===== config.mk =====
export PLATFORM = sky130hd
export DESIGN_NAME = regfile_wb_arbiter
export DESIGN_NICKNAME = d
export VERILOG_FILES = /design/src/rtl/regarb_pkg.sv /design/src/rtl/regarb_buf.sv /design/src/rtl/regfile_wb_arbiter.sv
export SDC_FILE = /design/constraint.sdc
export NUM_CORES = 1
export LEC_CHECK = 0
export CELL_PAD_IN_SITES_DETAIL_PLACEMENT = 0
export CELL_PAD_IN_SITES_GLOBAL_PLACEMENT = 2
export CORE_MARGIN = 5
export CORE_UTILIZATION = 28
export CTS_BUF_LIST = sky130_fd_sc_hd__clkbuf_4 sky130_fd_sc_hd__clkbuf_8 sky130_fd_sc_hd__clkbuf_16
export CTS_CLUSTER_SIZE = 30
export DETAILED_ROUTE_END_ITERATION = 12
export PLACE_DENSITY_LB_ADDON = 0.2
export SLEW_MARGIN = 20
export SYNTH_ARGS = -nofsm -noshare
export SYNTH_HDL_FRONTEND = slang
export SYNTH_SLANG_ARGS = --single-unit
export TNS_END_PERCENT = 1

===== constraint.sdc =====
create_clock -name clk -period 4.54 [get_ports clk]
set_input_delay 1.362 -clock clk [delete_from_list [all_inputs] [get_ports clk]]
set_output_delay 1.362 -clock clk [all_outputs]
set_load 0.01 [all_outputs]

===== src/rtl/regarb_pkg.sv =====
`default_nettype none
// ============================================================================
// Module      : regarb_pkg
// Description : Shared types and constants for the register-file write-port
//               arbiter (regfile_wb_arbiter) and its MDU result buffer.
//               - regarb_entry_t : one buffered MDU result
//               - regarb_state_t : starvation-guard FSM states
//               - REG_ZERO       : architectural zero register
//               - reg_onehot()   : 5-bit register index to 32-bit mask bit
// Revision    : 1.0 - initial release
// ============================================================================
package regarb_pkg;

    localparam logic [4:0] REG_ZERO = 5'd0;

    typedef struct packed {
        logic        valid;
        logic [4:0]  rd;
        logic [31:0] data;
    } regarb_entry_t;

    typedef enum logic [1:0] {
        IDLE  = 2'd0,
        WAIT  = 2'd1,
        DRAIN = 2'd2
    } regarb_state_t;

    function automatic logic [31:0] reg_onehot(input logic [4:0] rd);
        return 32'd1 << rd;
    endfunction

endpackage
`default_nettype wire


===== src/rtl/regarb_buf.sv =====
`default_nettype none
// ============================================================================
// Module      : regarb_buf
// Description : DEPTH-entry circular buffer of MDU results waiting for the
//               register-file write port.
//   clk, reset          : clock, synchronous active-high reset
//   push/push_rd/_data  : enqueue one result at the tail
//   pop                 : retire the head (granted or stale)
//   squash/squash_rd    : invalidate every entry targeting squash_rd
//   head_valid          : head holds a live result
//   head_stale          : head slot occupied but squashed (free pop)
//   head_rd/head_data   : head contents
//   full                : occupancy == DEPTH
//   pend_mask           : bit r set while a live entry targets register r
// Revision    : 1.0 - initial release
// ============================================================================
module regarb_buf
    import regarb_pkg::*;
#(
    parameter int DEPTH = 2
) (
    input  logic        clk,
    input  logic        reset,
    input  logic        push,
    input  logic [4:0]  push_rd,
    input  logic [31:0] push_data,
    input  logic        pop,
    input  logic        squash,
    input  logic [4:0]  squash_rd,
    output logic        head_valid,
    output logic        head_stale,
    output logic [4:0]  head_rd,
    output logic [31:0] head_data,
    output logic        full,
    output logic [31:0] pend_mask
);

    localparam int                 c_PTR_W = $clog2(DEPTH);
    localparam logic [c_PTR_W:0]   c_FULL  = DEPTH[c_PTR_W:0];

    regarb_entry_t        r_entries [DEPTH];
    logic [c_PTR_W-1:0]   r_head;
    logic [c_PTR_W-1:0]   r_tail;
    logic [c_PTR_W:0]     r_count;
    logic                 w_occupied;

    assign w_occupied = (r_count != '0);
    assign head_valid = w_occupied && r_entries[r_head].valid;
    assign head_stale = w_occupied && !r_entries[r_head].valid;
    assign head_rd    = r_entries[r_head].rd;
    assign head_data  = r_entries[r_head].data;
    assign full       = (r_count == c_FULL);

    // Slots outside [head, tail) always have valid cleared, so the valid bit
    // alone identifies live entries.
    always_ff @(posedge clk) begin
        if (reset) begin
            for (int i = 0; i < DEPTH; i++) begin
                r_entries[i] <= '0;
            end
            r_head  <= '0;
            r_tail  <= '0;
            r_count <= '0;
        end else begin
            for (int i = 0; i < DEPTH; i++) begin
                if (squash && r_entries[i].valid && (r_entries[i].rd == squash_rd)) begin
                    r_entries[i].valid <= 1'b0;
                end
            end
            if (pop) begin
                r_entries[r_head].valid <= 1'b0;
                r_head <= r_head + c_PTR_W'(1);
            end
            // The tail slot is never live when push is allowed, so this write
            // cannot collide with the squash or pop updates above.
            if (push) begin
                r_entries[r_tail] <= '{valid: 1'b1, rd: push_rd, data: push_data};
                r_tail <= r_tail + c_PTR_W'(1);
            end
            if (push && !pop) begin
                r_count <= r_count + (c_PTR_W + 1)'(1);
            end else if (!push && pop) begin
                r_count <= r_count - (c_PTR_W + 1)'(1);
            end
        end
    end

    always_comb begin
        pend_mask = '0;
        for (int i = 0; i < DEPTH; i++) begin
            if (r_entries[i].valid) begin
                pend_mask[r_entries[i].rd] = 1'b1;
            end
        end
        pend_mask[0] = 1'b0;
    end

endmodule
`default_nettype wire


===== src/rtl/regfile_wb_arbiter.sv =====
`default_nettype none
// ============================================================================
// Module      : regfile_wb_arbiter
// Description : Shares the register-file write port between the pipeline WB
//               stage (priority) and the MDU, whose results wait in a
//               DEPTH-entry buffer. Optional starvation guard enabled by
//               defining REGARB_STARVE_GUARD_EN.
//   clk, reset                  : clock, synchronous active-high reset
//   wb_valid/wb_reg/wb_data     : pipeline writeback request
//   wb_stall                    : hold WB stage (registered, guard only)
//   mdu_valid/mdu_reg/mdu_data  : MDU result, accepted when mdu_ready
//   mdu_ready                   : buffer not full (combinational)
//   RegWrite/Write_register/
//   Write_data                  : registered register-file write port
//   pend_mask                   : registers with an MDU result not yet written
// Revision    : 1.0 - initial release
// ============================================================================
module regfile_wb_arbiter
    import regarb_pkg::*;
#(
    parameter int DEPTH      = 2,
    parameter int STARVE_MAX = 8
) (
    input  logic        clk,
    input  logic        reset,
    input  logic        wb_valid,
    input  logic [4:0]  wb_reg,
    input  logic [31:0] wb_data,
    output logic        wb_stall,
    input  logic        mdu_valid,
    output logic        mdu_ready,
    input  logic [4:0]  mdu_reg,
    input  logic [31:0] mdu_data,
    output logic        RegWrite,
    output logic [4:0]  Write_register,
    output logic [31:0] Write_data,
    output logic [31:0] pend_mask
);

    logic        w_full;
    logic        w_head_valid;
    logic        w_head_stale;
    logic [4:0]  w_head_rd;
    logic [31:0] w_head_data;
    logic [31:0] w_buf_mask;
    logic        w_push;
    logic        w_wb_req;
    logic        w_drain;
    logic        w_grant_wb;
    logic        w_grant_head;
    logic        w_pop;

    logic        r_reg_write;
    logic        r_mdu_write;
    logic [4:0]  r_write_register;
    logic [31:0] r_write_data;

    if ((DEPTH < 2) || ((DEPTH & (DEPTH - 1)) != 0) || (STARVE_MAX < 1)) begin : g_cfg_invalid
        $error("regfile_wb_arbiter: DEPTH must be a power of two >= 2 and STARVE_MAX >= 1");
    end

    // Writes to r0 are architecturally void: a zero-destination MDU result is
    // acknowledged without taking a slot, and a zero-destination WB request
    // never claims the port.
    assign mdu_ready    = ~w_full;
    assign w_push       = mdu_valid && !w_full && (mdu_reg != REG_ZERO);
    assign w_wb_req     = wb_valid && (wb_reg != REG_ZERO);
    assign w_grant_wb   = w_wb_req && !w_drain;
    assign w_grant_head = w_head_valid && !w_grant_wb;
    assign w_pop        = w_grant_head || w_head_stale;

    // A granted pipeline write is younger than anything buffered, so older MDU
    // results to the same register are dropped.
    regarb_buf #(
        .DEPTH (DEPTH)
    ) u_buf (
        .clk        (clk),
        .reset      (reset),
        .push       (w_push),
        .push_rd    (mdu_reg),
        .push_data  (mdu_data),
        .pop        (w_pop),
        .squash     (w_grant_wb),
        .squash_rd  (wb_reg),
        .head_valid (w_head_valid),
        .head_stale (w_head_stale),
        .head_rd    (w_head_rd),
        .head_data  (w_head_data),
        .full       (w_full),
        .pend_mask  (w_buf_mask)
    );

`ifdef REGARB_STARVE_GUARD_EN
    localparam int                  c_CNT_W   = $clog2(STARVE_MAX + 1);
    localparam logic [c_CNT_W-1:0]  c_CNT_MAX = STARVE_MAX[c_CNT_W-1:0];
    localparam logic [c_CNT_W-1:0]  c_CNT_ONE = c_CNT_W'(1);

    regarb_state_t        r_state;
    regarb_state_t        w_state_next;
    logic [c_CNT_W-1:0]   r_starve_cnt;
    logic [c_CNT_W-1:0]   w_starve_cnt_next;
    logic                 r_wb_stall;
    logic                 w_blocked;

    assign w_drain   = (r_state == DRAIN);
    assign w_blocked = w_head_valid && w_wb_req && !w_drain;
    assign wb_stall  = r_wb_stall;

    always_ff @(posedge clk) begin
        if (reset) begin
            r_state      <= IDLE;
            r_starve_cnt <= '0;
            r_wb_stall   <= 1'b0;
        end else begin
            r_state      <= w_state_next;
            r_starve_cnt <= w_starve_cnt_next;
            r_wb_stall   <= (w_state_next == DRAIN);
        end
    end

    // The count includes the current blocked cycle, so DRAIN follows exactly
    // STARVE_MAX consecutive blocked cycles.
    always_comb begin
        w_state_next      = r_state;
        w_starve_cnt_next = r_starve_cnt;
        case (r_state)
            IDLE, WAIT: begin
                if (w_blocked) begin
                    if (r_state == IDLE) begin
                        w_starve_cnt_next = c_CNT_ONE;
                    end else if (r_starve_cnt != c_CNT_MAX) begin
                        w_starve_cnt_next = r_starve_cnt + c_CNT_ONE;
                    end
                    w_state_next = (w_starve_cnt_next == c_CNT_MAX) ? DRAIN : WAIT;
                end else begin
                    w_state_next      = IDLE;
                    w_starve_cnt_next = '0;
                end
            end
            DRAIN: begin
                w_state_next      = IDLE;
                w_starve_cnt_next = '0;
            end
            default: begin
                w_state_next      = IDLE;
                w_starve_cnt_next = '0;
            end
        endcase
    end
`else
    assign w_drain  = 1'b0;
    assign wb_stall = 1'b0;
`endif

    always_ff @(posedge clk) begin
        if (reset) begin
            r_reg_write      <= 1'b0;
            r_mdu_write      <= 1'b0;
            r_write_register <= REG_ZERO;
            r_write_data     <= '0;
        end else begin
            r_reg_write <= w_grant_wb || w_grant_head;
            r_mdu_write <= w_grant_head;
            if (w_grant_wb) begin
                r_write_register <= wb_reg;
                r_write_data     <= wb_data;
            end else if (w_grant_head) begin
                r_write_register <= w_head_rd;
                r_write_data     <= w_head_data;
            end else begin
                r_write_register <= REG_ZERO;
                r_write_data     <= '0;
            end
        end
    end

    assign RegWrite       = r_reg_write;
    assign Write_register = r_write_register;
    assign Write_data     = r_write_data;

    // An MDU result stays pending until the register file has actually taken
    // it, i.e. through the cycle its write sits on the output port.
    assign pend_mask = w_buf_mask | (r_mdu_write ? reg_onehot(r_write_register) : 32'd0);

endmodule
`default_nettype wire


## Word level (Yosys, flattened, before mapping)

Memories as Yosys holds them, arrays and structs flattened. A register that Yosys moved wholly into a read port is not among the register bits.
Cells that the tools add are included.

| operators by class | value |
|---|---|
| reduce and logical (&&, ||, !) cells | 25 |
| mux-type cells | 31 |
| add/sub/neg operators | 4 |
| $lt $le $gt $ge | 4 |
| bitwise logic cells | 5 |
| shift-type cells | 1 |
| equality and inequality tests | 3 |

Operators by type and width:

| cell | count |
|---|---|
| 32-bit 2-to-1 mux | 5 |
| 32-bit bitwise OR | 2 |
| 1-bit by 5-bit << shifter with 32-bit output (first input constant) | 1 |
| 1-bit 2-to-1 mux | 20 |
| 1-bit logical AND | 14 |
| 5-bit by 6-bit less-than comparator with 1-bit output (second input constant) | 2 |
| 1-bit demux with 5-bit select | 2 |
| 5-bit == test | 2 |
| 5-bit by 1-bit >= comparator with 1-bit output (second input constant) | 2 |
| 5-bit 2-to-1 mux | 2 |
| 5-bit nonzero test | 2 |
| 1-bit logical NOT | 5 |
| 2-bit 2-to-1 mux | 2 |
| 2-bit nonzero test | 2 |
| 1-bit adder (second input constant) | 2 |
| 2-bit by 1-bit adder with 2-bit output (second input constant) | 1 |
| 2-bit == test (second input constant) | 1 |
| 1-bit logical OR | 2 |
| 1-bit bitwise OR | 2 |
| 2-bit by 1-bit subtractor with 2-bit output (second input constant) | 1 |
| 1-bit inverter | 1 |

| word-level totals | value |
|---|---|
| RAM bits | 76 |
| bits of input ports | 78 |
| memories kept | 1 |
| word-level logic and storage cells | 81 |
| flip-flop bits (word level) | 43 |
| output and inout port bits | 72 |

Memory list:

| memory | words | bits a word | rd ports | clocked after Yosys merged registers in | write ports | line | source |
|---|---|---|---|---|---|---|---|
| u_buf.r_entries | 2 | 38 | 3 | 1 | 4 | regarb_buf.sv:41 | `regarb_entry_t r_entries [DEPTH];` |

## Longest topological paths before layout

Gate-level depths: netlist of run 1.
An unclocked memory read counts as a cell.

| logic depth | value |
|---|---|
| depth in word-level cells | 9 |
| mapped depth | 7 |
| depth with buffers taken out | 7 |

## Modules after synthesis

From an unflattened synthesis of run 1, not the netlist that was laid out.

| unflattened totals | value |
|---|---|
| cell total of the unflattened synthesis | 633 |
| area, all modules | 6630.1 um^2 |

By module, submodules not included:

| module | times used | cells each | area an instance (um^2) |
|---|---|---|---|
| regarb_buf | 1 | 316 | 4032.6 |
| regfile_wb_arbiter | 1 | 317 | 2597.5 |

## Worst setup path before layout of run 1

No wires, ideal clock.

| timing | value |
|---|---|
| path type | input-to-reg |
| from | input port mdu_reg[3] |
| to | memory u_buf.r_entries[0][0] in the netlist's numbering, enable pin |
| cell stages on the path | 3 |
| buffers on the path | 0 |
| slack | -175 ps |
| setup time | 483 ps |
| arrival time | 4233 ps |
| path through | or4_4 > o211ai_4 > o21ai_0 |

RTL lines:

| item | line | source |
|---|---|---|
| from (decl) | regfile_wb_arbiter.sv:32 | `input logic [4:0] mdu_reg,` |
| to (decl) | regarb_buf.sv:41 |  |

## Worst setup path after layout of run 1

| timing | value |
|---|---|
| from | register r_write_register[2] (netlist: Write_register[2]) |
| to | output port pend_mask[6] |

| on the way | value |
|---|---|
| longest elaborated chain between the ends | 3 |

Ends and longest elaborated chain:

| item | line | source |
|---|---|---|
| from (decl) | regfile_wb_arbiter.sv:55 | `logic [4:0] r_write_register;` |
| from (signal assigned) | regfile_wb_arbiter.sv:165 | `r_write_register <= wb_reg;` |
| from (signal assigned) | regfile_wb_arbiter.sv:168 | `r_write_register <= w_head_rd;` |
| 1-bit by 5-bit << shifter with 32-bit output | regarb_pkg.sv:29 | `return 32'd1 << rd;` |
| 32-bit 2-to-1 mux | regfile_wb_arbiter.sv:183 | `assign pend_mask = w_buf_mask \| (r_mdu_write ? reg_onehot(r_write_register) : 32'd0);` |
| 32-bit bitwise OR | regfile_wb_arbiter.sv:183 |  |
| to (decl) | regfile_wb_arbiter.sv:37 | `output logic [31:0] pend_mask` |

Every way passes these cells.

==> qor.csv, run 1 <==
metric,value,unit
ys_types,45,
wl_per_cell,17.7,µm
drc,0,
postCtsSetupRepairBufs,0,
syn_nets,567,
max_cap_violations,0,
status,"finished, final reports clean",
worstSetupEndpointType,output pin,
crit_type,register to output pin,
final_common_cell,clkdlybuf4s50_1,
cp-start-kind,register,
fmax,0.263,GHz
slew_violations,0,
critical_path_required,3.18,ns
clock-sinks,120,
p_total,3370,µW
clock_latency,0.41,ns
skew,0.00826,ns
rsz0062_at_grt,false,
ys_seq_elements,120,
n_antenna_cell,0,
setup_violations,0,
syn_avg_cell_area,11.5,µm²
worstMarginPinSlew,0.961,ns
viasPerCell,4.72,
cts_hold_buf,0,
track_usage,0.142,
synthesis.area,5600,µm²
final_core_util,0.402,
cts-htree-levels,4,
grt_pass1_vias,4604,
drive_gt1_frac,0.0750,
grt.overflow.total,0,
final_cell_mix,"clkdlybuf4s50_1 (148), and2_1 (75), edfxtp_1 (74), nand2_1 (53), dfxtp_1 (45)",
gp_congestion,0.807,
die_y,151,µm
layout_min_cycle_time,3.80,ns
arrival,2.44,ns
fin_crit_sh,0.838,
async_flop_share,0,
clkTransAtPathRegs,0.06,ns
antenna_found_initial,1,
maxSlewHeadroom,0.359,
synthCells,488,
yosysSeqAreaShare,0.561,
start_util,0.286,
numCtsBuffers,17,
num_rows,51,
yosys_most_used_dff,edfxtp_1,
worstHoldPathType,register to register,
cts_resized,0,
die_area,22900,µm²
synth_top_cell_area_share,0.397,
io_pins,150,
placedCellCount,873,
placed_area,7330,µm²
hold_viol,0,
syn_to_final_growth,40.7,%
synth_edf_count,74,
grt_first_pass_wirelength,24700,µm
vias,4272,
final_nets,706,
peakVddDrop,0.000337,V
grt_max_degree,39,
p_leak,0.00291,µW
crit_path_max_fanout,12,
dr.first_iter.drc_count,226,
cts_root_buf,clkbuf_16,
core,19600,µm²
fp.dieW,151,µm
nFillCells,1882,
finalWirelength,16100,µm
cts_tree,yes,
power.density,428,nW/µm²
fin_area,7880,µm²
drtPass1Iterations,5,
numPortBuffers,148,
yosys-top-cells-area,"edfxtp_1 (40%), dfxtp_1 (16%), and2_1 (8.4%)",
synth_warnings,0,
antenna_left,0,
post-dp-hpwl,11300,µm
cts_buffer_depth,2,
final_cells,905,
tns,0,ns
yosys.area.top_type,edfxtp_1,
[registers in the layout, summed over array words and instances (netlist names), named ones only]
name / flops
RegWrite: 1
Write_data: 32
Write_register: 5
r_mdu_write: 1
u_buf.r_count: 2
u_buf.r_entries: 76
u_buf.r_head: 1
u_buf.r_tail: 1
[worst paths after layout]
| path | from | end | slack, ns | depth (start not counted) |
|---|---|---|---|---|
| max | Write_register[2]$_SDFF_PP0_ | pend_mask[6] | 0.74 | 4 |
| min | u_buf.r_entries[0][3]$_SDFFCE_PN0P_ | Write_data[3]$_SDFF_PP0_ | 0.52 | 2 |
| max reg2reg | u_buf.r_count[0]$_SDFFE_PP0P_ | u_buf.r_entries[1][3]$_SDFFCE_PN0P_ | 2.38 | 4 |
| min reg2reg | u_buf.r_entries[0][3]$_SDFFCE_PN0P_ | Write_data[3]$_SDFF_PP0_ | 0.52 | 2 |
[final cells by class]
class | count | area (µm²) | share of cell area
flip-flops and latches | 120 | 3140 | 0.399
multi-input cells | 326 | 2280 | 0.289
repair buffers | 156 | 1550 | 0.197
clock buffers | 18 | 439 | 0.0557
well taps | 265 | 332 | 0.0421
clock inverters | 14 | 109 | 0.0138
inverters | 6 | 22.5 | 0.00286
[critical path, cell delays in order, from the launching register on]
cell and delay [ns]:
dfxtp_1 0.57, nor2b_1 0.61, a22oi_1 0.19, nand2_1 0.12, clkdlybuf4s50_1 0.54
[metrics by stage]
stage | setup WS, ns | hold WS [ns]
after detailed placement | 0.653 | 0.510
after CTS | 0.759 | 0.517
after global placement | 0.691 | 0.485
final | 0.735 | 0.516
after floorplan | 0.828 | 0.472
after global routing | 0.617 | 0.541
[cell usage after synthesis, drive strengths merged (3+ instances only)]
master / count
buf: 13
and3: 4
mux2i: 38
inv: 6
nand2: 53
edfxtp: 74
and3b: 5
dfxtp: 46
a22oi: 22
nand2b: 4
o21ai: 3
clkbuf: 23
or4: 3
nor3b: 11
a21oi: 3
o2bb2ai: 36
xor2: 7
nor3: 7
a221o: 7
nor2: 16
or2: 3
nor4: 6
xnor2: 6
and2: 75
[per-layer routing]
| metal | vias up | track usage | wire (µm) |
|---|---|---|---|
| met5 | - | 0 | 7 |
| met4 | 2 | 0.0449 | 134 |
| met3 | 15 | 0.0548 | 1360 |
| met2 | 156 | 0.247 | 8090 |
| met1 | 2043 | 0.161 | 6470 |
| li1 | 2056 | - | - |
[power breakdown]
part           total (µW)  switching (µW)  internal (µW)  leakage (µW)
logic                 726             379            347       0.00149
registers            1420            95.1           1330       0.00116
clock network        1220             468            756      0.000260
total                3370             942           2430       0.00291
[cells by family after synthesis]
logic type	share of synthesized area
buffers and inverters	0.0366
AO/OA/AOI/OAI	0.118
XOR/XNOR	0.0203
other	0.000670
flip-flops	0.561
multiplexers	0.0679
adder cells (fa/ha/maj)	0.00223
AND/OR/NAND/NOR	0.193
Note: power is estimated with default switching activity, not from simulation.
==> inputs of run 2 (changes only) <==
--- a/config.mk
+++ b/config.mk
@@ -8,7 +8,7 @@
 export CELL_PAD_IN_SITES_DETAIL_PLACEMENT = 0
 export CELL_PAD_IN_SITES_GLOBAL_PLACEMENT = 2
 export CORE_MARGIN = 5
-export CORE_UTILIZATION = 28
+export CORE_UTILIZATION = 31
 export CTS_BUF_LIST = sky130_fd_sc_hd__clkbuf_4 sky130_fd_sc_hd__clkbuf_8 sky130_fd_sc_hd__clkbuf_16
 export CTS_CLUSTER_SIZE = 30
 export DETAILED_ROUTE_END_ITERATION = 12
==> constraint.sdc (replaced) <==
create_clock -name clk -period 3.9 [get_ports clk]
set_input_delay 1.17 -clock clk [delete_from_list [all_inputs] [get_ports clk]]
set_output_delay 1.17 -clock clk [all_outputs]
set_load 0.01 [all_outputs]
==> run 2 against run 1 <==
Utilization increased by 3.8 points. Clock power increased by 21%. Largest power group unchanged. Sequential power increased by 16%. Clock skew increased by 0.0034 ns. Cell count decreased by 3.6%. Die area decreased by 9.1%.
==> qor.csv, run 2 (synthesis results as in run 1) <==
metric,value,unit
status,"finished, final reports clean",
finalWirelength,15500,µm
path_cells,nand2b_1 > nor3_1 > nor3b_1 > clkdlybuf4s50_1,
grt_pass1_vias,4322,
clkTransAtPathRegs,0.06,ns
syn_to_final_growth,40.7,%
finalWorstSetupSlack,0.326,ns
power_frac_comb,0.212,
cts_tree,yes,
crit_type,register to output pin,
power_frac_seq,0.416,
fin_area,7880,µm²
p_leak,0.00292,µW
io_pins,150,
final_cell_mix,"clkdlybuf4s50_1 (148), and2_1 (75), edfxtp_1 (74), nand2_1 (53), dfxtp_1 (45)",
r2r_start,u_buf.r_count[0]$_SDFFE_PP0P_,
rsz0062_at_grt,false,
crit_path_max_fanout,7,
p_sw,1120,µW
p_int,2850,µW
grt.overflow.total,0,
viasPerCell,4.85,
wl_per_cell,17.8,µm
post-dp-hpwl,10900,µm
layout_min_cycle_time,3.57,ns
numCtsBuffers,17,
maxSlewHeadroom,0.498,
num_rows,49,
antenna_found_initial,1,
worstMarginPinSlew,0.751,ns
top_register,u_buf.r_entries,
worstHoldStart,u_buf.r_head$_SDFFE_PP0N_,
crit_buf_inv,1,
cts_resized,0,
hold_viol,0,
p_total,3970,µW
placed_area,7310,µm²
netSwitchingFraction,0.282,
power.share.clock,0.372,
max_cap_violations,0,
core,17900,µm²
power.density,504,nW/µm²
slew_violations,0,
fmax,0.280,GHz
slowest_delay,0.57,ns
track_usage,0.149,
postCtsSetupRepairBufs,0,
peakVddDrop,0.000331,V
n_antenna_cell,0,
cts_hold_buf,0,
clock-sinks,120,
final_core_util,0.440,
path_delay_family,simple AND/OR/NAND/NOR gates,
fp.dieW,144,µm
dr.first_iter.drc_count,290,
numPortBuffers,148,
cts_buffer_depth,2,
cp-start-kind,register,
wl_met2,7520,µm
skew,0.0117,ns
largest_reg_flops,76,
clock_latency,0.41,ns
critical_path_required,2.73,ns
final_common_cell,clkdlybuf4s50_1,
setup_violations,0,
drtPass1Iterations,5,
start_util,0.313,
tns,0,ns
final_nets,709,
cts-htree-levels,4,
cts_root_buf,clkbuf_16,
antenna_left,0,
dr_wl_met3,1300,µm
crit_path_start,Write_register[4]$_SDFF_PP0_,
slowest_stage,clkdlybuf4s50_1,
preCtsSetupSlack,0.374,ns
vias,4229,
die_y,144,µm
worstHoldPathType,register to register,
drive_gt1_frac,0.0840,
wl_met1,6450,µm
fin_crit_sh,0.916,
drc,0,
worstSetupEndpointType,output pin,
gp_congestion,0.804,
top_layer,met5,
grt_max_degree,39,
die_area,20900,µm²
grt_first_pass_wirelength,23400,µm
arrival,2.40,ns
[run 2: cell types whose count changed in the layout (fill, tap and decap cells not counted)]
cell,before,now
buf_4,7,10
clkbuf_4,0,1
clkinv_1,3,0
clkinv_2,4,1
clkinv_4,2,4
clkinvlp_4,4,6
inv_6,0,1
[run 2: layout make-up]
class | count | area, µm²
Fill cell | 1687 | 10000
Sequential cell | 120 | 3140
Multi-Input combinational cell | 326 | 2280
Timing Repair Buffer | 159 | 1580
Clock buffer | 19 | 447
Tap cell | 229 | 287
Clock inverter | 13 | 124
Inverter | 6 | 22.5
[run 2: worst reg2reg max path: stages, from the launching register on]
cell	delay, ns
dfxtp_1	0.39
nand2b_1	0.22
o211ai_4	0.16
o21ai_4	0.53
buf_4	0.43
[run 2: path summary, 6_finish.rpt]
| kind | end | slack (ns) | cells after the start |
|---|---|---|---|
| setup / recovery | pend_mask[0] | 0.33 | 4 |
| hold reg to reg | register | 0.51 | 2 |
| setup reg to reg | u_buf.r_entries[0][33]$_SDFFCE_PN0P_ | 1.83 | 4 |
| hold / removal | register | 0.51 | 2 |
[run 2: per-stage QoR]
stage	std cells	hold WS (ns)
final	872	0.508
after global routing	872	0.536
after CTS	872	0.508
after detailed placement	840	0.503
after global placement	840	0.492
after floorplan	488	0.472
[run 2: power by group through the flow]
stage                     combinational, µW  clock [µW]  sequential [µW]
after global placement                  846           0             1670
final                                   842        1480             1650
after floorplan                         545           0             1640
after CTS                               861        1520             1650
after detailed placement                857           0             1680
after global routing                    921        1570             1670
[run 2: metal layers]
layer / vias up / GRT usage
met5: - / 0
met4: 2 / 0.0535
met3: 20 / 0.0536
met2: 150 / 0.246
met1: 1994 / 0.179
li1: 2063 / -
==> inputs of run 3 (changes only) <==
--- a/config.mk
+++ b/config.mk
@@ -5,14 +5,15 @@
 export SDC_FILE = /design/constraint.sdc
 export NUM_CORES = 1
 export LEC_CHECK = 0
-export CELL_PAD_IN_SITES_DETAIL_PLACEMENT = 0
-export CELL_PAD_IN_SITES_GLOBAL_PLACEMENT = 2
+export CELL_PAD_IN_SITES_DETAIL_PLACEMENT = 1
+export CELL_PAD_IN_SITES_GLOBAL_PLACEMENT = 1
 export CORE_MARGIN = 5
-export CORE_UTILIZATION = 31
+export CORE_UTILIZATION = 32
 export CTS_BUF_LIST = sky130_fd_sc_hd__clkbuf_4 sky130_fd_sc_hd__clkbuf_8 sky130_fd_sc_hd__clkbuf_16
 export CTS_CLUSTER_SIZE = 30
 export DETAILED_ROUTE_END_ITERATION = 12
 export PLACE_DENSITY_LB_ADDON = 0.2
+export REMOVE_ABC_BUFFERS = 1
 export SLEW_MARGIN = 20
 export SYNTH_ARGS = -nofsm -noshare
 export SYNTH_HDL_FRONTEND = slang
==> run 3 against run 2 <==
Die area down 2.9%. Cell area up 0.60%. Sequential share of layout area down 0.24 points. Critical endpoint is now pend_mask[7]. Cell count down 0.34%. Via count up 3.5%. Sequential power about the same. Count of clock-buffer cells in the layout up 9. Clock skew down 0.0033 ns. Critical path depth unchanged.
==> qor.csv, run 3 (synthesis results as in run 1) <==
metric,value,unit
cts_tree,yes,
path_delay_family,simple AND/OR/NAND/NOR gates,
worstSetupEndpointType,output pin,
final_cells,869,
worstMarginPinSlew,0.863,ns
io_pins,150,
num_rows,48,
worstHoldPathType,register to register,
rsz0062_at_grt,false,
antenna_found_initial,0,
dr.first_iter.drc_count,224,
cts_resized,0,
p_leak,0.00297,µW
numCtsBuffers,17,
final_nets,710,
crit_buf_inv,1,
arrival,2.56,ns
clkTransAtPathRegs,0.05,ns
slowest_stage,nor2b_1,
max_cap_violations,0,
setup_violations,0,
core,17200,µm²
layout_min_cycle_time,3.73,ns
numPortBuffers,148,
r2r_setup_slack,1.83,ns
cts_buffer_depth,2,
hold_ws,0.516,ns
gp_congestion,0.850,
maxSlewHeadroom,0.423,
clock-sinks,120,
fp.dieW,142,µm
final_core_util,0.460,
tns,0,ns
top_register,u_buf.r_entries,
slowest_delay,0.65,ns
reg2reg_to,u_buf.r_entries[0][28]$_SDFFCE_PN0P_,
r2r_start,u_buf.r_count[0]$_SDFFE_PP0P_,
critical_path_required,2.73,ns
cts-htree-levels,4,
path_cells,nor2b_1 > a22oi_1 > nand2_1 > clkdlybuf4s50_1,
largest_reg_flops,76,
finalWirelength,16700,µm
grt.overflow.total,0,
reg2regPathDepth,5,
syn_to_final_growth,41.6,%
track_usage,0.167,
skew,0.00839,ns
cts_hold_buf,0,
clock_latency,0.41,ns
antenna_left,0,
placedCellCount,837,
post-dp-hpwl,12100,µm
drtPass1Iterations,6,
hold-path-cell-count,2,
grt_pass1_vias,4767,
drc,0,
status,"finished, final reports clean",
holdPathEnd,Write_data[5]$_SDFF_PP0_,
fin_crit_sh,0.956,
cts_root_buf,clkbuf_16,
drive_gt1_frac,0.0854,
fmax,0.268,GHz
vias,4376,
power.density,511,nW/µm²
peakVddDrop,0.000316,V
final_common_cell,clkdlybuf4s50_1,
grt_first_pass_wirelength,26200,µm
postCtsSetupRepairBufs,0,
die_area,20200,µm²
wl_per_cell,19.2,µm
cp-start-kind,register,
viasPerCell,5.04,
die_y,142,µm
worstHoldStart,u_buf.r_entries[0][5]$_SDFFCE_PN0P_,
final_cell_mix,"clkdlybuf4s50_1 (148), and2_1 (75), edfxtp_1 (74), nand2_1 (53), dfxtp_1 (45)",
grt_max_degree,39,
crit_type,register to output pin,
n_antenna_cell,0,
start_util,0.325,
slew_violations,0,
hold_viol,0,
crit_path_max_fanout,12,
## run 3: cell count changes in the layout (fill, tap and decap cells not counted)
cell and change:
clkbuf_16 +2, buf_12 +1, clkbuf_4 +3, clkinvlp_4 -4
clkinv_4 -3, bufinv_16 -1, inv_6 -1, clkbuf_8 +4
## run 3: power breakdown
group,internal (µW),switching (µW)
logic,410,447
registers,1540,112
clock network,1000,540
total,2960,1100
## run 3: routing by layer
metal,global-route usage,up-vias,share of wire
met3,0.0554,30,0.080
li1,-,2068,-
met5,0,-,0
met1,0.197,2113,0.41
met2,0.284,165,0.49
met4,0.0620,0,0.019
## run 3: worst max path at each step
stage	slack, ns	startpoint	to	depth (start not counted)
5_1_grt	0.11	Write_register[2]$_SDFF_PP0_	pend_mask[7]	4
2_1_floorplan	-0.62	mdu_reg[3]	u_buf.r_entries[0][0]$_SDFFCE_PN0P_	3
3_5_place_dp	0.31	mdu_reg[3]	u_buf.r_count[1]$_SDFFE_PP0P_	7
3_3_place_gp	0.41	mdu_reg[3]	u_buf.r_count[1]$_SDFFE_PP0P_	7
4_1_cts	0.15	Write_register[2]$_SDFF_PP0_	pend_mask[7]	4
6_report	0.17	Write_register[2]$_SDFF_PP0_	pend_mask[7]	4
## run 3: through the flow
stage                     setup slack (ns)  power, µW  instance area, µm²
after floorplan                     -0.623       2160                5420
after global placement               0.407       2530                7330
after detailed placement             0.307       2550                7330
after CTS                            0.146       4110                7930
after global routing                 0.107       4240                7930
final                                0.173       4060                7930
## run 3: area by class of cell
class	instances	area, µm²
timing repair buffer	160	1600
clock buffer	28	574
tap	225	282
inverter	6	22.5
clock inverter	4	28.8
multi-input combinational	326	2280
fill	1822	9310
sequential	120	3140
## run 3: worst min-delay path: stages, from the launching register on
cell and delay, ns:
edfxtp_1 0.32, mux2i_1 0.06, o2bb2ai_1 0.11
